<file path="src/rtl/rv32_alu_arbiter.sv">
// rv32_alu_arbiter: shares one combinational rv32_alu between two requesters through one issue stage
// and a one-entry response slot per requester. Define ALU_ARB_FIXED_PRIO_EN for fixed req0 priority.
module rv32_alu_arbiter #(
    parameter int unsigned TAG_W = 4
) (
    input  logic             clk_in,
    input  logic             rst_n_in,
    input  logic             req0_valid_in,
    output logic             req0_ready_out,
    input  logic [31:0]      req0_op1_in,
    input  logic [31:0]      req0_op2_in,
    input  logic [3:0]       req0_opcode_in,
    input  logic [TAG_W-1:0] req0_tag_in,
    input  logic             req1_valid_in,
    output logic             req1_ready_out,
    input  logic [31:0]      req1_op1_in,
    input  logic [31:0]      req1_op2_in,
    input  logic [3:0]       req1_opcode_in,
    input  logic [TAG_W-1:0] req1_tag_in,
    output logic             rsp0_valid_out,
    input  logic             rsp0_ready_in,
    output logic [31:0]      rsp0_result_out,
    output logic [TAG_W-1:0] rsp0_tag_out,
    output logic             rsp1_valid_out,
    input  logic             rsp1_ready_in,
    output logic [31:0]      rsp1_result_out,
    output logic [TAG_W-1:0] rsp1_tag_out,
    output logic [31:0]      alu_op_1_out,
    output logic [31:0]      alu_op_2_out,
    output logic [3:0]       alu_opcode_out,
    input  logic [31:0]      alu_result_in
);

    typedef enum logic [1:0] {
        SLOT_EMPTY = 2'd0,
        SLOT_BUSY  = 2'd1,
        SLOT_FULL  = 2'd2
    } slot_e;

    slot_e            slot_q [2];
    slot_e            slot_d [2];

    logic [1:0]       req_valid;
    logic [1:0]       rsp_ready;
    logic [1:0]       elig;
    logic [1:0]       prio;
    logic [1:0]       ready;
    logic [1:0]       accept;
    logic [1:0]       rsp_valid;

    logic             issue_valid_q;
    logic             issue_valid_d;
    logic             issue_owner_q;
    logic             issue_owner_d;
    logic [31:0]      issue_op1_q;
    logic [31:0]      issue_op1_d;
    logic [31:0]      issue_op2_q;
    logic [31:0]      issue_op2_d;
    logic [3:0]       issue_opcode_q;
    logic [3:0]       issue_opcode_d;
    logic [TAG_W-1:0] issue_tag_q;
    logic [TAG_W-1:0] issue_tag_d;

    logic [31:0]      rsp_result_q [2];
    logic [31:0]      rsp_result_d [2];
    logic [TAG_W-1:0] rsp_tag_q [2];
    logic [TAG_W-1:0] rsp_tag_d [2];

    assign req_valid = {req1_valid_in, req0_valid_in};
    assign rsp_ready = {rsp1_ready_in, rsp0_ready_in};

`ifdef ALU_ARB_FIXED_PRIO_EN
    assign prio = 2'b01;
`else
    logic last_grant_q;
    logic last_grant_d;

    // prio[n] set: requester n wins a conflict because the other one was granted last
    assign prio = {~last_grant_q, last_grant_q};

    always_comb begin
        last_grant_d = last_grant_q;
        if (|accept) begin
            last_grant_d = accept[1];
        end
    end

    always_ff @(posedge clk_in or negedge rst_n_in) begin
        if (!rst_n_in) begin
            last_grant_q <= 1'b1;
        end else begin
            last_grant_q <= last_grant_d;
        end
    end
`endif

    // Slot FSM: state register
    always_ff @(posedge clk_in or negedge rst_n_in) begin
        if (!rst_n_in) begin
            for (int unsigned i = 0; i < 2; i++) begin
                slot_q[i] <= SLOT_EMPTY;
            end
        end else begin
            for (int unsigned i = 0; i < 2; i++) begin
                slot_q[i] <= slot_d[i];
            end
        end
    end

    // Slot FSM: next state
    always_comb begin
        for (int unsigned i = 0; i < 2; i++) begin
            slot_d[i] = slot_q[i];
            case (slot_q[i])
                SLOT_EMPTY: if (accept[i]) slot_d[i] = SLOT_BUSY;
                SLOT_BUSY:  slot_d[i] = SLOT_FULL;
                SLOT_FULL:  if (rsp_ready[i]) slot_d[i] = SLOT_EMPTY;
                default:    slot_d[i] = SLOT_EMPTY;
            endcase
        end
    end

    // Slot FSM: outputs and grant; ready is held low while reset is asserted
    always_comb begin
        for (int unsigned i = 0; i < 2; i++) begin
            elig[i]      = req_valid[i] & (slot_q[i] == SLOT_EMPTY);
            rsp_valid[i] = (slot_q[i] == SLOT_FULL);
        end
        ready[0] = rst_n_in & (slot_q[0] == SLOT_EMPTY) & (~elig[1] | prio[0]);
        ready[1] = rst_n_in & (slot_q[1] == SLOT_EMPTY) & (~elig[0] | prio[1]);
        accept   = req_valid & ready;
    end

    always_comb begin
        issue_valid_d  = |accept;
        issue_owner_d  = issue_owner_q;
        issue_op1_d    = issue_op1_q;
        issue_op2_d    = issue_op2_q;
        issue_opcode_d = issue_opcode_q;
        issue_tag_d    = issue_tag_q;
        if (accept[1]) begin
            issue_owner_d  = 1'b1;
            issue_op1_d    = req1_op1_in;
            issue_op2_d    = req1_op2_in;
            issue_opcode_d = req1_opcode_in;
            issue_tag_d    = req1_tag_in;
        end else if (accept[0]) begin
            issue_owner_d  = 1'b0;
            issue_op1_d    = req0_op1_in;
            issue_op2_d    = req0_op2_in;
            issue_opcode_d = req0_opcode_in;
            issue_tag_d    = req0_tag_in;
        end
    end

    always_ff @(posedge clk_in or negedge rst_n_in) begin
        if (!rst_n_in) begin
            issue_valid_q  <= 1'b0;
            issue_owner_q  <= 1'b0;
            issue_op1_q    <= '0;
            issue_op2_q    <= '0;
            issue_opcode_q <= '0;
            issue_tag_q    <= '0;
        end else begin
            issue_valid_q  <= issue_valid_d;
            issue_owner_q  <= issue_owner_d;
            issue_op1_q    <= issue_op1_d;
            issue_op2_q    <= issue_op2_d;
            issue_opcode_q <= issue_opcode_d;
            issue_tag_q    <= issue_tag_d;
        end
    end

    // Only the owner's slot is BUSY, so a FULL slot is never overwritten here
    always_comb begin
        for (int unsigned i = 0; i < 2; i++) begin
            rsp_result_d[i] = rsp_result_q[i];
            rsp_tag_d[i]    = rsp_tag_q[i];
            if (issue_valid_q && (issue_owner_q == i[0])) begin
                rsp_result_d[i] = alu_result_in;
                rsp_tag_d[i]    = issue_tag_q;
            end
        end
    end

    always_ff @(posedge clk_in or negedge rst_n_in) begin
        if (!rst_n_in) begin
            for (int unsigned i = 0; i < 2; i++) begin
                rsp_result_q[i] <= '0;
                rsp_tag_q[i]    <= '0;
            end
        end else begin
            for (int unsigned i = 0; i < 2; i++) begin
                rsp_result_q[i] <= rsp_result_d[i];
                rsp_tag_q[i]    <= rsp_tag_d[i];
            end
        end
    end

    assign req0_ready_out  = ready[0];
    assign req1_ready_out  = ready[1];
    assign rsp0_valid_out  = rsp_valid[0];
    assign rsp1_valid_out  = rsp_valid[1];
    assign rsp0_result_out = rsp_result_q[0];
    assign rsp1_result_out = rsp_result_q[1];
    assign rsp0_tag_out    = rsp_tag_q[0];
    assign rsp1_tag_out    = rsp_tag_q[1];
    assign alu_op_1_out    = issue_op1_q;
    assign alu_op_2_out    = issue_op2_q;
    assign alu_opcode_out  = issue_opcode_q;

endmodule

</file>
<file path="config.mk">
export PLATFORM = sky130hd
export DESIGN_NAME = rv32_alu_arbiter
export DESIGN_NICKNAME = d
export VERILOG_FILES = /design/src/rtl/rv32_alu_arbiter.sv
export SDC_FILE = /design/constraint.sdc
export NUM_CORES = 1
export LEC_CHECK = 0
export ABC_AREA = 1
export CAP_MARGIN = 5
export CORE_ASPECT_RATIO = 1.5
export CORE_MARGIN = 5
export CORE_UTILIZATION = 30
export DETAILED_ROUTE_END_ITERATION = 10
export DONT_BUFFER_PORTS = 1
export HOLD_SLACK_MARGIN = 0.15
export PLACE_DENSITY = 0.46
export SLEW_MARGIN = 15
export SYNTH_ARGS = -nofsm -noshare
export SYNTH_HDL_FRONTEND = slang
export SYNTH_SLANG_ARGS = --single-unit
</file>
<file path="constraint.sdc">
create_clock -name clk_in -period 2.38 [get_ports clk_in]
set_input_delay 0.357 -clock clk_in [delete_from_list [all_inputs] [get_ports clk_in]]
set_output_delay 0.357 -clock clk_in [all_outputs]
set_load 0.02 [all_outputs]
</file>
Yosys cells after proc, flatten, opt, wreduce, memory -nomap -nowiden. Cells that the tools add are included.

Reduce and logical (&&, ||, !) cells: 8. Equal/unequal tests: 8. $lt $le $gt $ge: 0. Divide/modulo/power cells: 0. Shift-type cells: 0. $add $sub $neg: 0. Multiplexer cells: 16. Multiply operators: 0. Bitwise gates (word level): 13.

Operator list (count): 32-bit two-way mux (4); 4-bit two-way mux (4); 2-bit case mux with 3 select lines (2); 2-bit two-way mux (4); 1-bit AND (6); 2-bit by 1-bit equality test with 1-bit output, second input constant (2); 2-bit equality test, second input constant (2); 2-bit logical NOT (2); 2-bit by 1-bit inequality test with 1-bit output, second input constant (2); 2-bit inequality test, second input constant (2); 1-bit inverter (4); 2-bit AND reduction (2); 2-bit AND (1); 1-bit logical AND (2); 1-bit two-way mux (2); 1-bit OR (2); 2-bit nonzero test (1); 2-bit OR reduction (1).

Output and inout port bits: 144. Memories: 0. Bits of input ports: 182. Bits in latches: 0. Word-level logic and storage cells: 58. Memory bits (read-only): 0. RAM bits: 0. Bits in registers: 151.

Logic depth before layout (Yosys ltp). Gate-level depths: netlist of run 1.

Depth in word-level cells: 8. Depth in mapped cells: 9. Depth with buffers taken out: 8.

Least setup slack after synthesis of run 1. No wires, ideal clock.

Kind: reg2out. Start point: register last_grant_q. End point: output req1_ready_out. Path buffers: 2. Cell stages (with the launch flop): 8. Arrival time: 1.134 ns. Slack: 0.889 ns. Path through: dfstp_2 nand2_1 inv_1 nand2_1 buf_2 buf_2 nand2_1 inv_1.

Word-level cells in the longest chain between the ends: 3.

RTL lines: start: declaration (RTL line 75) `logic last_grant_q;`; start signal: assignment (RTL line 92) `last_grant_q <= last_grant_d;`; 1-bit inverter (RTL line 79) `assign prio = {~last_grant_q, last_grant_q};`; 1-bit OR (RTL line 130) `ready[1] = rst_n_in & (slot_q[1] == SLOT_EMPTY) & (~elig[0] | prio[1]);`; 1-bit AND (RTL line 130); end: declaration (RTL line 15) `output logic req1_ready_out,`.

Every way passes these cells.

Final worst setup path of run 1.
Start point: register slot_q[0] in the netlist's numbering. End point: register issue_op2_q[18], in the netlist alu_op_2_out[18].

Word-level cells in the longest chain between the ends: 7. Elaborated cells on any way between the ends: 10. Those cells by class: mux (1); bitwise (7); reduce/logical (2).

RTL lines: start: declaration (RTL line 40) `slot_e slot_q [2];`; start signal: indexed assignment (RTL line 105) `slot_q[i] <= slot_d[i];`; 2-bit logical NOT (*) (RTL line 126, 130); 1-bit AND (RTL line 126) `elig[i] = req_valid[i] & (slot_q[i] == SLOT_EMPTY);`; 1-bit inverter (RTL line 129) `ready[0] = rst_n_in & (slot_q[0] == SLOT_EMPTY) & (~elig[1] | prio[0]);`; 1-bit OR (RTL line 129); 1-bit AND (RTL line 129); 2-bit AND (*) (RTL line 131) `accept = req_valid & ready;`; 2-bit nonzero test (no source line); end signal: assignment (RTL line 168) `issue_op2_q <= issue_op2_d;`; end: declaration (RTL line 57) `logic [31:0] issue_op2_q;`.

Every way passes the cells marked *; elsewhere a longest branch is shown, timed or not. A chain may end at the register's enable or synchronous reset.

==> summary.md, run 1 <==
| Metric | Value |
|---|---|
| Critical Path Slowest Stage Cell | dlygate4sd3_1 |
| Layout cell share with drive strength beyond 1 | under 10% |
| Die width | approximately 140 µm |
| Top-Level Pins | roughly 330 |
| Hold Buf Count CTS | between 90 and 100 |
| Cell Area, Synth | roughly 7200 µm² |
| Yosys warnings | 0 |
| Input/output buffers | 0 |
| Synth cell types | 16 |
| Sink Count | approximately 150 |
| Tcrit/Tclk final | about 92% |
| TritonCTS clock tree | yes |
| Clk Latency, worst-skew pair | 0.42 ns |
| Most frequent cells in the layout | 295 x nand2_1, 189 x inv_1, 150 x dfrtp_1 |
| Postcts setup bufs | 0 |
| Status | finished, violations left |
| CTS H-tree lvls | 4 |
| Clk pin slew, worst setup/hold paths | approximately 0.06 ns |
| Sequential fraction of the synthesis area | between 50 and 60% |
| Worst Path Max Fanout | 28 |
| Leak pwr | 4.87 nW |
| DRT iter0 DRCs | roughly 260 |
| PD cells | roughly 1300 nW/µm² |
| Core Region | between 20000 and 25000 µm² |
| Failing checks | negative hold slack |
| Die ar. | about 27000 µm² |
| Slew margin rel. | a little over half |
| Hold WC Path Type | primary input to asynchronous set/reset pin |
| # DRC | 0 |
| Post-synth top area cell | dfrtp_1 |
| Via count | 6206 |
| Total Wirelength | around 22000 µm |
| Max Slew Vio Count | 0 |
| GR Util All Layers | ~16% |
| Worst slew pin tran | between 0.7 and 0.8 ns |
| Final hold violations | 151 |
| Synth top area share | between 50% and 60% |
| Largest cells by area after synthesis | dfrtp_1 52%, nand2_1 16%, inv_1 9.9% |
| Number of diodes | 0 |
| Max incr delay on CP | between 0.5 and 0.6 ns |
| Clock Skew | 0.00974 ns |
| WL per Instance | about 17 µm |
| CP Capture Type | flip-flop |
| Number of global-route vias before repair | approximately 6400 |
| Total of max-cap violations | 0 |
| Post-Synthesis Cells | approximately 940 |
| Most common cell after layout, fill and taps aside | nand2_1 |
| Kind of critical path | flip-flop to flip-flop |
| CP startpoint kind | flip-flop |
| Mean Syn Cell Area | roughly 7.7 µm² |
| Routability cong. | ~0.74 |
| Design Area, Final | 8940 µm² |
| Number of buffers created by CTS | 17 |
| Most used cell, CP | nand2_1 |
| WP data required | 2.70 ns |
| Peak VDD IR | 601 µV |
| Initial antenna violation count | 0 |
| Remaining antenna violation count | 0 |
| Dpl cell area | approximately 7500 µm² |
| Crit path cell chain | inv_2 > nand2_1 > nor2_4 > buf_6 > buf_4 > nand4_1 > nand3_1 > dlygate4sd3_1 > nand2_1 |
| #FFs+latches synth | approximately 150 |
| Nets | around 1200 |
| WHS | -0.370 ns |
| DP HPWL | around 14000 µm |
| Area grow syn2layout | 24.5% |
| Longest Clk Path Bufs | 2 |
| Row cnt | 69 |
| RSZ-0062 raised after global routing | false |
| Initial core utilization | between 30% and 40% |
| Setup TNS | 0 ns |
| First-pass GRT wire length | about 35000 µm |
| Root buffer cell | clkbuf_16 |
| Syn nets | roughly 1100 |
| Final Critical Period | ~2.2 ns |
| CP arrival | ~2.5 ns |
| Die Y | around 200 µm |
| Largest net degree at the start of global routing | approximately 150 |
| Vias/cell | about 4.7 |
| DR pass1 iterations | 4 |
| FMAX | 0.455 GHz |
| Grt total ovfl | 0 |
| Setup violations, final | 0 |
-- sequential cells by signal, summed over array words and instances (netlist names), 4 cells and up --
register         flops
alu_op_1_out        32
alu_op_2_out        32
rsp0_result_out     32
rsp1_result_out     32
alu_opcode_out       4
issue_tag_q          4
rsp0_tag_out         4
rsp1_tag_out         4
slot_q               4
-- layer usage --
metal  GRT usage, %  vias up  wire length (µm)
met2           27.1      251             11000
met1           18.8     2901              8850
met4           7.02        0               692
met5              0        -                 0
met3           5.69       50              1960
li1               -     3004                 -
-- cells in the mapped netlist, drive strengths merged --
cell / count
dfrtp: 150
and3: 1
inv: 192
nand3: 74
nand4: 72
clkbuf: 23
nand2: 299
nor2: 13
dfstp: 1
o21ai: 73
buf: 38
-- metrics by stage --
step	total power [mW]	util [%]	cells	hold slack, ns	setup WS, ns
final	11.6	37.8	1326	-0.370	0.181
after global routing	12.4	37.8	1326	-0.405	0.0297
after CTS	11.8	37.8	1326	-0.402	0.0896
after detailed placement	8.95	31.6	1204	0.0652	0.579
after global placement	8.90	31.6	1204	0.0652	0.603
after floorplan	7.94	-	936	0.0614	0.889
-- repair_timing --
item	CTS	global route
endpoints found under the hold margin	267	151
endpoints found under the setup margin	0	1
resized for setup	0	1
-- worst max-delay path, delay by kind of cell (launching register included) --
kind                   cells  cell delay (ns)
buffers and inverters      4             1.18
DFF                        1             0.42
and+or+nand+nor            5             0.47
-- layout make-up --
type / count / area (µm²)
Fill cell: 2499 / 14700
Sequential cell: 151 / 3780
Multi-Input combinational cell: 532 / 2400
Timing Repair Buffer: 101 / 1080
Inverter: 192 / 721
Clock buffer: 21 / 470
Tap cell: 319 / 399
Clock inverter: 10 / 95.1
-- kinds of logic after synthesis --
family	share of synthesized area, %
AOI/OAI and AO/OA	5.09
and+or+nand+nor	28.0
buffers and inverters	14.3
DFF	52.6
-- power by group --
| group | switching [mW] | internal [mW] | leakage, nW | total (mW) |
|---|---|---|---|---|
| clock network | 1.10 | 1.52 | 0.264 | 2.62 |
| registers | 2.47 | 3.80 | 1.86 | 6.28 |
| logic | 1.68 | 1.01 | 2.75 | 2.69 |
-- worst paths after layout --
kind                                           from                              end  slack, ns  cells after the start
setup / recovery              slot_q[0]$_DFFE_PN0P_     alu_op_2_out[18]$_DFFE_PN0P_       0.18                      9
hold / removal                             rst_n_in  rsp1_result_out[14]$_DFFE_PN0P_      -0.37                      0
setup reg to reg              slot_q[0]$_DFFE_PN0P_     alu_op_2_out[18]$_DFFE_PN0P_       0.18                      9
hold reg to reg            last_grant_q$_DFFE_PN1P_         last_grant_q$_DFFE_PN1P_       0.47                      2
max in group asynchronous                  rst_n_in         last_grant_q$_DFFE_PN1P_       2.54                      0
min in group clk_in               req0_opcode_in[1]    alu_opcode_out[1]$_DFFE_PN0P_       0.17                      4
No activity file was read; power rests on OpenSTA's default activity.
==> run 2, diff against run 1 <==
ABC_AREA = 0   (was 1)
PLACE_DENSITY = unset   (was 0.46)
PLACE_DENSITY_LB_ADDON = 0.25   (was unset)
==> run 2 against run 1 <==
The flow now stops in 4_1_cts; area after synthesis fell by 12%; synthesized cell count shrank 47%.
==> summary.md, run 2 <==
| Metric | Value |
|---|---|
| Number of buffers created by CTS | 17 (unchanged) |
| Top-count cell post-synth | dfrtp_1 |
| Die Y | 187 µm (-6.1%) |
| Primary FF master, synth | dfrtp_1 |
| Cell Area, Synth | 6280 µm² (-12%) |
| Top-Level Pins | 326 (unchanged) |
| Input/output buffers | 0 (unchanged) |
| #FFs+latches synth | 151 (unchanged) |
| Row cnt | 65 (-5.8%) |
| Hold Buf Count CTS | 155 (+70%) |
| Mean Syn Cell Area | 12.7 µm² (+66%) |
| Stop Error | [ERROR RSZ-0060] Max buffer count reached. |
| Synth cell count leaders | 150 x dfrtp_1, 74 x nand2_1, 73 x mux2_2, 73 x mux2i_1, 58 x o21ai_1 |
| Ys async rst share | 100% (unchanged) |
| Initial core utilization | 30.2% (-0.17 points) |
| Longest Clk Path Bufs | 2 (unchanged) |
| Dpl ws | 0.444 ns (-0.135 ns) |
| Largest cells by area after synthesis | dfrtp_1 60%, mux2_2 13%, mux2i_1 12% |
| CTS H-tree lvls | 4 (unchanged) |
| Die width | 128 µm (-6.0%) |
| EDFF count, synth | 0 (unchanged) |
| Sequential fraction of the synthesis area | 60.1% (+7.5 points) |
| Routability cong. | 0.734 (-1.1%) |
| DP Cell Count | 737 (-39%) |
| Root buffer cell | clkbuf_16 |
| Stop stage | 4_1_cts |
| Status | aborted with a tool error |
| Yosys warnings | 0 (unchanged) |
| Post_cts resized | 0 (unchanged) |
| DP HPWL | 11400 µm (-21%) |
| Syn nets | 676 (-40%) |
| Sink Count | 151 (unchanged) |
| Synth top area share | 59.7% (+7.5 points) |
| Synth cell types | 23 (+7) |
| Postcts setup bufs | 0 (unchanged) |
| Post-synth top area cell | dfrtp_1 |
| Post-Synthesis Cells | 494 (-47%) |
==> run 2: cell types whose count changed after synthesis, sizes merged, moves of 71 or more <==
cell and delta:
nand3 -74, nand4 -71, mux2 +73, inv -189, mux2i +73, nand2 -225
==> run 2: cell families after synthesis <==
logic type	synth area share [%]
buf+inv	3.19
simple gates	5.75
compound gates	6.21
flops	60.1
mux	24.7
==> run 2: metrics by stage <==
stage / instance area [µm²] / hold slack, ns
3_5_place_dp: 6530 / 0.0657
3_3_place_gp: 6530 / 0.0654
2_1_floorplan: 6280 / 0.0614
==> run 3, diff against run 2 <==
CORE_ASPECT_RATIO = unset   (was 1.5)
CORE_UTILIZATION = 20   (was 30)
HOLD_SLACK_MARGIN = unset   (was 0.15)
PLACE_DENSITY_LB_ADDON = 0.15   (was 0.25)
==> run 3 against run 2 <==
The flow now finishes, with violations (negative hold slack); area after synthesis unchanged; synthesized cell count unchanged.
==> summary.md, run 3 <==
| Metric | Value |
|---|---|
| WL per Instance | ~18 µm |
| WP data required | approximately 2 ns |
| Hold WC Path Type | primary input to asynchronous set/reset pin |
| RSZ-0062 raised after global routing | false |
| GR Util All Layers | a little under a tenth |
| Initial antenna violation count | 0 |
| DR pass1 iterations | 4 |
| Storage cell area | about 3800 µm² |
| Largest cells by area after synthesis | dfrtp_1 60%, mux2_2 13%, mux2i_1 12% |
| Top-Level Pins | 326 (unchanged) |
| Top-count cell post-synth | dfrtp_1 |
| Root buffer cell | clkbuf_16 |
| EDFF count, synth | 0 (unchanged) |
| Row cnt | 65 (unchanged) |
| Synth top area share | 59.7% (unchanged) |
| Final Critical Period | roughly 2.1 ns |
| Cell Area, Synth | 6280 µm² (unchanged) |
| Total Power | ~10 mW |
| Clock share of power | between 20% and 30% |
| Remaining antenna violation count | 0 |
| Via count | 3639 |
| #FFs+latches synth | 151 (unchanged) |
| Peak VDD IR | roughly 460 µV |
| Total of max-cap violations | 0 |
| Die ar. | between 30000 and 40000 µm² |
| CP Capture Type | primary output |
| Total Wirelength | 16600 µm |
| PD cells | approximately 1400 nW/µm² |
| Largest family of logic cells by synthesized area | multiplexers |
| Number of diodes | 0 |
| Max incr delay on CP | between 0.4 and 0.5 ns |
| DRT iter0 DRCs | a little over 70 |
| Clk pin slew, worst setup/hold paths | ~0.060 ns |
| Synth cell count leaders | 150 x dfrtp_1, 74 x nand2_1, 73 x mux2_2, 73 x mux2i_1, 58 x o21ai_1 |
| Tcrit/Tclk final | around nine tenths |
| Critical Path Slowest Stage Cell | dfrtp_1 |
| Largest net degree at the start of global routing | roughly 160 |
| Grt total ovfl | 0 |
| Status | finished, violations left |
| Postcts setup bufs | 0 (unchanged) |
| Finished Layout Cells | 904 |
| Routability cong. | 0.725 (-1.1%) |
| Initial core utilization | 20.1% (-10 points) |
| Post-synthesis simple-gate area fraction | 5.75% (unchanged) |
| Clock Skew | 0.00654 ns |
| Mux cell area share after synthesis | 24.7% (unchanged) |
| Input/output buffers | 0 (unchanged) |
| DP HPWL | 12000 µm (+5.9%) |
| Post-Synthesis Cells | 494 (unchanged) |
| Post_cts resized | 0 (unchanged) |
| Clk Latency, worst-skew pair | ~0.42 ns |
| Fill cells | roughly 3300 |
| Setup violations, final | 0 |
| Die Y | 187 µm (unchanged) |
| DP Cell Count | 872 (+18%) |
| Nets | between 600 and 700 |
| Primary FF master, synth | dfrtp_1 |
| Yosys warnings | 0 (unchanged) |
| Worst Path Max Fanout | 5 |
| Most common cell after layout, fill and taps aside | dfrtp_1 |
| Sequential power share | about 57% |
| CTS H-tree lvls | 4 (unchanged) |
| Max Slew Vio Count | 0 |
| TritonCTS clock tree | yes |
| Area grow syn2layout | 15.9% |
| First-pass GRT wire length | 25500 µm |
| Cell Int Power | a little over 6 mW |
| Ys async rst share | 100% (unchanged) |
| Number of buffers created by CTS | 17 (unchanged) |
| Final hold violations | about 150 |
| CP startpoint kind | flip-flop |
| FMAX | 0.477 GHz |
| Sink Count | 151 (unchanged) |
| WHS | -0.372 ns |
| Syn nets | 676 (unchanged) |
| Vias/cell | between 4 and 5 |
| Kind of critical path | flip-flop to primary output |
| Crit path cell chain | or3b_1 > o21ai_0 > nor3_1 > buf_4 |
| Worst slew pin tran | between 0.6 and 0.7 ns |
| Synth cell types | 23 (unchanged) |
| Post-Synth Adder-Cell Area | 0% (unchanged) |
| # DRC | 0 |
| Core Region | between 30000 and 40000 µm² |
| Synth Area in Compound Gates | 6.21% (unchanged) |
| Longest Clk Path Bufs | 2 (unchanged) |
| Post-synth top area cell | dfrtp_1 |
| Synth Area in XOR/XNOR | 0% (unchanged) |
| CP arrival | around 1.7 ns |
| Sequential fraction of the synthesis area | 60.1% (unchanged) |
| Setup TNS | 0 ns |
| Mean Syn Cell Area | 12.7 µm² (unchanged) |
| Psw | around 4 mW |
| Die width | 187 µm (+46%) |
| Slew margin rel. | just under 60% |
| Failing checks | negative hold slack |
| Combinational fraction of design power | between 15 and 20% |
| Switching share of power | 39.6% |
| Multi-input gate area | 2320 µm² |
| Leak pwr | between 3 and 4 nW |
| Number of global-route vias before repair | around 4000 |
| Layout cell share with drive strength beyond 1 | ~23% |
| Post-layout util | about a quarter |
| Most frequent cells in the layout | 150 x dfrtp_1, 73 x nand2_1, 73 x mux2i_1, 73 x mux2_2, 58 x o21ai_1 |
-- run 3: cell counts after synthesis --
Identical to the previous run, type by type.
-- run 3: power groups by stage --
stage	Combinational [mW]	Sequential, mW	Clock, mW
after detailed placement	1.78	5.88	0
final	1.71	5.80	2.65
after CTS	1.77	5.85	2.80
after global routing	1.94	5.96	2.91
after floorplan	1.48	5.49	0
after global placement	1.70	5.91	0
-- run 3: worst paths after layout --
kind                                                    to                        from  slack, ns  depth (start not counted)
max in group asynchronous         last_grant_q$_DFFE_PN1P_                    rst_n_in       2.50                          0
setup / recovery                            req0_ready_out       slot_q[0]$_DFFE_PN0P_       0.29                          4
hold / removal              rsp1_result_out[3]$_DFFE_PN0P_                    rst_n_in      -0.37                          0
min in group clk_in        rsp1_result_out[29]$_DFFE_PN0P_           alu_result_in[29]       0.08                          1
setup reg to reg              alu_op_2_out[25]$_DFFE_PN0P_       slot_q[0]$_DFFE_PN0P_       0.46                          5
hold reg to reg                 issue_tag_q[3]$_DFFE_PN0P_  issue_tag_q[3]$_DFFE_PN0P_       0.51                          2
-- run 3: per-layer routing --
layer,up-vias,wire [µm],track usage (%)
met5,-,0,0
met4,0,264,3.75
met3,14,1930,4.82
met2,211,8010,15.3
met1,1701,6400,10.7
li1,1713,-,-
-- run 3: cells by family after synthesis --
family,Yosys count
simple gates,87
mux,146
compound gates,76
buf+inv,34
flops,151
-- run 3: critical path, delay by kind of cell (launching register included) --
kind | cells | cell delay, ns
buffers and inverters | 1 | 0.16
AND/OR/NAND/NOR | 2 | 0.50
AO/OA/AOI/OAI | 1 | 0.24
flip-flops | 1 | 0.42
-- run 3: layout make-up --
cell class | count | area share (%)
clock buffers | 20 | 5.99
clock inverters | 12 | 1.79
well taps | 402 | 6.90
multi-input cells | 309 | 31.9
flip-flops and latches | 151 | 51.9
repair buffers | 7 | 1.41
inverters | 3 | 0.155
-- run 3: metrics by stage --
step | worst slack (ns) | instance area [µm²]
detailed placement | 0.455 | 6720
global route | 0.150 | 7280
global placement | 0.493 | 6720
CTS | 0.195 | 7280
floorplan | 0.780 | 6280
finish | 0.285 | 7280
